--- config.mk ---
export PLATFORM = sky130hd
export DESIGN_NAME = cxu_mac_seq
export DESIGN_NICKNAME = d
export VERILOG_FILES = /design/src/rtl/cxu_mac_seq.sv
export SDC_FILE = /design/constraint.sdc
export NUM_CORES = 2
export LEC_CHECK = 0
export ABC_AREA = 0
export ABC_CLOCK_PERIOD_IN_PS = 11000
export BUFFER_PORTS_ARGS = -buffer_cell sky130_fd_sc_hd__buf_4
export CAP_MARGIN = 15
export CORE_MARGIN = 2
export CORE_UTILIZATION = 65
export CTS_BUF_LIST = sky130_fd_sc_hd__clkbuf_4
export DETAILED_ROUTE_END_ITERATION = 10
export PLACE_DENSITY = 0.83
export SLEW_MARGIN = 0
export SYNTH_ARGS = -nofsm -noshare
export SYNTH_HDL_FRONTEND = slang
export SYNTH_SLANG_ARGS = --single-unit
--- constraint.sdc ---
create_clock -name clk -period 11 [get_ports clk]
set_input_delay 0.55 -clock clk [delete_from_list [all_inputs] [get_ports clk]]
set_output_delay 0.55 -clock clk [all_outputs]
set_load 0.01 [all_outputs]
--- src/rtl/cxu_mac_seq.sv ---
// Iterative radix-2^BPC multiply / multiply-accumulate custom-instruction unit
// with per-context accumulators, high-half product and unsigned multiply.
module cxu_mac_seq #(
    parameter int XLEN       = 32,
    parameter int NUM_STATES = 8,
    parameter int BPC        = 4
) (
    input  logic            clk,
    input  logic            reset,
    input  logic            cmd_valid,
    output logic            cmd_ready,
    input  logic [2:0]      cmd_payload_function_id,
    input  logic [XLEN-1:0] cmd_payload_inputs_0,
    input  logic [XLEN-1:0] cmd_payload_inputs_1,
    input  logic [2:0]      cmd_payload_state_id,
    input  logic [3:0]      cmd_payload_cxu_id,
    input  logic            cmd_payload_ready,
    output logic            rsp_valid,
    input  logic            rsp_ready,
    output logic [XLEN-1:0] rsp_payload_outputs_0,
    output logic            rsp_payload_ready
);

    localparam int ITER  = XLEN / BPC;
    localparam int PW    = 2 * XLEN;
    localparam int CTX_W = (NUM_STATES > 1) ? $clog2(NUM_STATES) : 1;
    localparam int CNT_W = $clog2(ITER + 1);

    localparam logic [2:0] FN_MUL    = 3'd0;
    localparam logic [2:0] FN_MULH   = 3'd1;
    localparam logic [2:0] FN_MAC    = 3'd2;
    localparam logic [2:0] FN_ACCRD  = 3'd3;
    localparam logic [2:0] FN_ACCCLR = 3'd4;
    localparam logic [2:0] FN_MULU   = 3'd5;

    typedef enum logic [1:0] {
        IDLE = 2'd0,
        BUSY = 2'd1,
        RESP = 2'd2
    } state_t;

    // Magnitude needs XLEN+1 bits so that -2^(XLEN-1) is representable.
    function automatic logic [XLEN:0] magnitude(input logic [XLEN-1:0] v, input logic is_signed);
        logic [XLEN:0] m;
        if (is_signed && v[XLEN-1]) begin
            m = -{1'b1, v};
        end else begin
            m = {1'b0, v};
        end
        return m;
    endfunction

    function automatic logic is_mul_op(input logic [2:0] fn);
        logic r;
        case (fn)
            FN_MUL, FN_MULH, FN_MAC, FN_MULU: r = 1'b1;
            default:                          r = 1'b0;
        endcase
        return r;
    endfunction

    state_t            state_r, state_next;
    logic [2:0]        fn_r;
    logic [CTX_W-1:0]  ctx_r;
    logic [PW-1:0]     mcand_r;
    logic [XLEN:0]     mplier_r;
    logic [PW-1:0]     prod_r;
    logic              neg_r;
    logic [CNT_W-1:0]  cnt_r;
    logic [XLEN-1:0]   acc_r [NUM_STATES];
    logic [XLEN-1:0]   rsp_out_r;
    logic              rsp_valid_r;
    logic              cmd_ready_r;

    logic              accept_s;
    logic              last_s;
    logic              in_signed_s;
    logic [CTX_W-1:0]  in_ctx_s;
    logic [XLEN:0]     a_mag_s;
    logic [XLEN:0]     b_mag_s;
    logic [PW-1:0]     partial_s;
    logic [PW-1:0]     prod_sum_s;
    logic [PW-1:0]     prod_final_s;
    logic [XLEN-1:0]   mul_res_s;
    logic [XLEN-1:0]   mac_sum_s;
    logic [XLEN-1:0]   imm_res_s;
    logic              unused_s;

    assign unused_s = ^{cmd_payload_cxu_id, cmd_payload_ready, cmd_payload_state_id};

    assign accept_s    = cmd_valid && cmd_ready_r;
    assign in_signed_s = (cmd_payload_function_id != FN_MULU);
    assign in_ctx_s    = cmd_payload_state_id[CTX_W-1:0];
    assign a_mag_s     = magnitude(cmd_payload_inputs_0, in_signed_s);
    assign b_mag_s     = magnitude(cmd_payload_inputs_1, in_signed_s);
    assign last_s      = (cnt_r == CNT_W'(ITER - 1));

    // One radix-2^BPC step plus final sign fix-up and result selection.
    always_comb begin
        partial_s    = mcand_r * PW'(mplier_r[BPC-1:0]);
        prod_sum_s   = prod_r + partial_s;
        prod_final_s = neg_r ? -prod_sum_s : prod_sum_s;
        mac_sum_s    = acc_r[ctx_r] + prod_final_s[XLEN-1:0];
        case (fn_r)
            FN_MULH: mul_res_s = prod_final_s[PW-1:XLEN];
            FN_MAC:  mul_res_s = mac_sum_s;
            default: mul_res_s = prod_final_s[XLEN-1:0];
        endcase
        case (cmd_payload_function_id)
            FN_ACCRD, FN_ACCCLR: imm_res_s = acc_r[in_ctx_s];
            default:             imm_res_s = {XLEN{1'b0}};
        endcase
    end

    // Next-state logic.
    always_comb begin
        state_next = state_r;
        case (state_r)
            IDLE: begin
                if (cmd_valid) begin
                    state_next = is_mul_op(cmd_payload_function_id) ? BUSY : RESP;
                end else begin
                    state_next = IDLE;
                end
            end
            BUSY: begin
                if (last_s) begin
                    state_next = RESP;
                end else begin
                    state_next = BUSY;
                end
            end
            RESP: begin
                if (rsp_ready) begin
                    state_next = IDLE;
                end else begin
                    state_next = RESP;
                end
            end
            default: state_next = IDLE;
        endcase
    end

    // State register and registered handshake outputs.
    always_ff @(posedge clk) begin
        if (reset) begin
            state_r     <= IDLE;
            cmd_ready_r <= 1'b1;
            rsp_valid_r <= 1'b0;
        end else begin
            state_r     <= state_next;
            cmd_ready_r <= (state_next == IDLE);
            rsp_valid_r <= (state_next == RESP);
        end
    end

    // Operand capture and iterative multiply datapath.
    always_ff @(posedge clk) begin
        if (reset) begin
            fn_r      <= 3'd0;
            ctx_r     <= {CTX_W{1'b0}};
            mcand_r   <= {PW{1'b0}};
            mplier_r  <= {(XLEN+1){1'b0}};
            prod_r    <= {PW{1'b0}};
            neg_r     <= 1'b0;
            cnt_r     <= {CNT_W{1'b0}};
            rsp_out_r <= {XLEN{1'b0}};
        end else begin
            case (state_r)
                IDLE: begin
                    if (accept_s) begin
                        fn_r     <= cmd_payload_function_id;
                        ctx_r    <= in_ctx_s;
                        mcand_r  <= {{(PW-XLEN-1){1'b0}}, a_mag_s};
                        mplier_r <= b_mag_s;
                        prod_r   <= {PW{1'b0}};
                        neg_r    <= in_signed_s &&
                                    (cmd_payload_inputs_0[XLEN-1] ^ cmd_payload_inputs_1[XLEN-1]);
                        cnt_r    <= {CNT_W{1'b0}};
                        if (!is_mul_op(cmd_payload_function_id)) begin
                            rsp_out_r <= imm_res_s;
                        end else begin
                            rsp_out_r <= rsp_out_r;
                        end
                    end else begin
                        cnt_r <= cnt_r;
                    end
                end
                BUSY: begin
                    prod_r   <= prod_sum_s;
                    mcand_r  <= mcand_r << BPC;
                    mplier_r <= mplier_r >> BPC;
                    cnt_r    <= cnt_r + CNT_W'(1);
                    if (last_s) begin
                        rsp_out_r <= mul_res_s;
                    end else begin
                        rsp_out_r <= rsp_out_r;
                    end
                end
                default: begin
                    rsp_out_r <= rsp_out_r;
                end
            endcase
        end
    end

    // Accumulator contexts: MAC commits on the BUSY->RESP edge, ACCCLR on accept.
    always_ff @(posedge clk) begin
        if (reset) begin
            for (int i = 0; i < NUM_STATES; i++) begin
                acc_r[i] <= {XLEN{1'b0}};
            end
        end else if (state_r == BUSY && last_s && fn_r == FN_MAC) begin
            acc_r[ctx_r] <= mac_sum_s;
        end else if (accept_s && cmd_payload_function_id == FN_ACCCLR) begin
            acc_r[in_ctx_s] <= {XLEN{1'b0}};
        end else begin
            acc_r[0] <= acc_r[0];
        end
    end

    assign cmd_ready             = cmd_ready_r;
    assign rsp_valid             = rsp_valid_r;
    assign rsp_payload_outputs_0 = rsp_out_r;
    assign rsp_payload_ready     = rsp_valid_r;

endmodule

==> results by group <==
Place
  • # port buffers: 108
  • Inst Count DP: 4463
  • RD Place Congestion: 0.990
  • Post-DP HPWL: 73.5 mm
  • Pre-CTS WS: 1950 ps

Layout
  • Final net count: 4361
  • FILL cells: around 4000
  • Share of post-route cells with drive strength above 1: 14.0%
  • Non-filler cells, final: slightly below 5000
  • Util after Layout: between 70% and 80%
  • Area delta synth->final: 10.5%

Global routing
  • Grt ovf: 0
  • First-pass GRT wire length: about 170 mm
  • All-Layer GR Usage: between 30% and 40%
  • Initial antenna violation count: 2
  • Vias in the first global route: 31700
  • Largest net degree at the start of global routing: 89

STA
  • Final setup viols: 0
  • Clock Skew: 92.4 ps
  • Setup_tns: 0 ps
  • Worst slew margin: roughly a quarter
  • Worst hold slack: between 50 and 60 ps
  • Min Tclk post-route: 9330 ps
  • RSZ-0062 raised after global routing: false
  • Final period util: a little over four fifths
  • Worst-margin pin slew: about 1100 ps
  • Final number of hold-violating endpoints: 0
  • Final Max Tran Viols: 0
  • F_max: 107 MHz
  • Worst Slack Setup Final: ~1700 ps

Critical path
  • Crit path from: mplier_r[2]
  • Critical path required time: ~12000 ps
  • WP data arrival: just over 10000 ps
  • Reg-to-reg startpoint: mplier_r[2]
  • RR Endpoint: acc_r[6][28]
  • CP Max Fanout: 35
  • CP max-delay cell: dfxtp_2
  • R2r worst-path depth: 29
  • Worst Setup EP: acc_r[6][28]
  • Crit. End Element: flip-flop
  • CP max stage delay: between 700 and 800 ps
  • Register-to-register setup slack: ~1700 ps
  • Startpoint types: flip-flop
  • Critical path type: reg -> reg

Floorplan
  • Io pins: around 110
  • Initial core utilization: 65.5%
  • Core Region: 54900 um2
  • Num rows: 86
  • Die ar.: 57200 um2
  • Die height: between 200 and 250 um
  • Die Wd: 239 um

Clock tree
  • Hold_buf cts: around 110
  • Post-CTS Setup Inserts: 0
  • CTS tree: yes
  • CTS sink count: approximately 470
  • H-tree levels: 4
  • Worst-path clk slew: 70 ps
  • Resize count post-CTS: 0
  • Root buf cell: clkbuf_4
  • Inserted Clock Buffers: 130
  • Clock Path Buffers: 3
  • Clk_lat worst skew: between 1000 and 1500 ps

Synth
  • Asr flop ratio synth: 0%
  • Synth Area per Inst: 9.31 um2
  • #FFs+latches synth: approximately 470
  • Sequential share of the synthesized area: roughly a third
  • Synthesized cell area: about 36000 um2
  • YS warnings: 0
  • Post-Syn Nets: around 4200
  • Main synth FF type: edfxtp_1
  • Syn Inst Count: 3862
  • Synth unique cells: 98
  • Post-synth EDFFs: roughly 260

Route
  • DR vias/cell: 6.72
  • Drt first pass iters: 6
  • DRT Wirelength: roughly 110 mm
  • Antenna viol nets, final: 0
  • Remaining DRCs: 0
  • Avg WL per Cell: 23.0 um
  • DRT iter0 DRCs: just over 4000
  • Vias: 32300

Worst hold path
  • Hold WC Path Type: in -> reg
  • HP Start: cmd_payload_inputs_1[1]

Power and ir drop
  • Pwr Density: ~120 nW/um2
  • P_leak: around 16 nW
  • Maximum vdd ir drop: around 0.14 mV

Status
  • Status: finished clean

Flow run
  • Maxcap violations: 0
==> cells in the final DEF (no fill, tap or decap), types with 14 or more instances in the layout <==
| cell | instances |
|---|---|
| nor4_1 | 22 |
| inv_1 | 215 |
| xor2_1 | 56 |
| and2_1 | 144 |
| mux2_2 | 33 |
| nor3_1 | 66 |
| mux2i_1 | 39 |
| nor2_1 | 429 |
| fa_1 | 183 |
| nor2b_1 | 14 |
| mux4_2 | 128 |
| a21oi_1 | 300 |
| edfxtp_1 | 256 |
| xnor2_1 | 123 |
| buf_4 | 150 |
| clkbuf_4 | 180 |
| o21a_1 | 15 |
| nand2_1 | 451 |
| clkinv_1 | 28 |
| dfxtp_1 | 205 |
| nand4_1 | 24 |
| and3_1 | 25 |
| a31oi_1 | 37 |
| o21ai_0 | 116 |
| nand2b_1 | 32 |
| ha_1 | 102 |
| a21o_1 | 55 |
| a211oi_1 | 16 |
| nand3_1 | 121 |
| a221oi_1 | 15 |
| o221ai_1 | 22 |
| o21bai_1 | 14 |
| dlygate4sd3_1 | 106 |
| or3_1 | 20 |
| o211ai_1 | 18 |
| o31ai_1 | 33 |
| a22oi_1 | 72 |
==> synth_stat cells, types with 25 or more instances <==
cell	n	share of area, %
nand2_1	453	4.7
ha_1	102	3.5
nor3_1	67	0.93
buf_1	31	0.32
a22oi_1	72	1.5
o31ai_1	33	0.69
nor2_1	431	4.5
a21o_1	55	1.1
clkbuf_1	210	2.2
a21oi_1	300	4.2
mux2i_1	39	1.1
inv_1	215	2.2
xor2_1	56	1.4
xnor2_1	123	3.0
dfxtp_1	211	12
a31oi_1	37	0.64
and2_1	144	2.5
mux2_2	33	1.0
nand2b_1	33	0.57
and3_1	25	0.43
mux4_2	128	8.0
nand3_1	121	1.7
edfxtp_1	256	21
o21ai_0	116	1.6
fa_1	183	10
==> cell type report <==
type	count	area, um2	area share, %
clock buffer	180	1350	3.40
sequential	467	11900	30.0
clock inverter	46	263	0.661
multi-input combinational	2926	22300	56.1
antenna	6	15.0	0.0378
timing repair buffer	257	2200	5.53
tap	704	881	2.22
inverter	215	807	2.03
==> through the flow <==
stage               power (mW)  cell area (um2)
floorplan                 2.85            36000
global placement          3.20            37100
detailed placement        3.22            37100
CTS                       4.85            39700
global route              5.09            39700
finish                    4.91            39700
==> kinds of logic after synthesis <==
logic type / after synthesis / synth area share, %
and+or+nand+nor: 1423 / 18.3
muxes: 200 / 10.1
DFF: 467 / 33.1
AOI/OAI and AO/OA: 834 / 15.1
buffers and inverters: 469 / 4.95
adders and majority gates: 285 / 13.7
xor gates and xnor gates: 184 / 4.62
==> flip-flops by register name (all words and copies together), names as in the netlist, named ones only <==
signal,count
acc_r,256
cmd_ready,1
cnt_r,4
ctx_r,3
fn_r,3
mcand_r,64
mplier_r,33
neg_r,1
prod_r,64
rsp_payload_outputs_0,32
rsp_payload_ready,1
state_r,2
==> how the worst min path moves through the flow <==
stage                   endpoint  slack, ps  depth (start not counted)
floorplan           mplier_r[31]        440                          2
global placement    mplier_r[31]        450                          2
detailed placement  mplier_r[31]        450                          2
CTS                  mplier_r[1]        0.7                          5
global route         mplier_r[1]         70                          5
finish               mplier_r[1]         50                          5
==> power by group <==
| part | total (mW) | internal (mW) | switching [mW] |
|---|---|---|---|
| Sequential | 1.99 | 1.91 | 0.0844 |
| Clock | 1.62 | 0.808 | 0.816 |
| Combinational | 1.30 | 0.453 | 0.842 |
| Total | 4.91 | 3.17 | 1.74 |
==> critical path, delay by kind of cell, from the launching register on <==
kind | cells | cell delay [ps]
simple gates | 8 | 1730
mux | 1 | 230
xor+xnor | 2 | 610
flops | 1 | 790
fa+ha+maj | 5 | 2390
compound gates | 13 | 3230
==> routing by layer <==
| layer | GRT usage [%] | part of all wire [%] | vias up |
|---|---|---|---|
| met1 | 50.2 | 36 | 15500 |
| met2 | 61.5 | 46 | 2201 |
| li1 | - | - | 14100 |
| met4 | 20.9 | 5.3 | 0 |
| met5 | 0 | 0 | - |
| met3 | 9.40 | 12 | 489 |
Note: power is estimated with default switching activity, not from simulation.
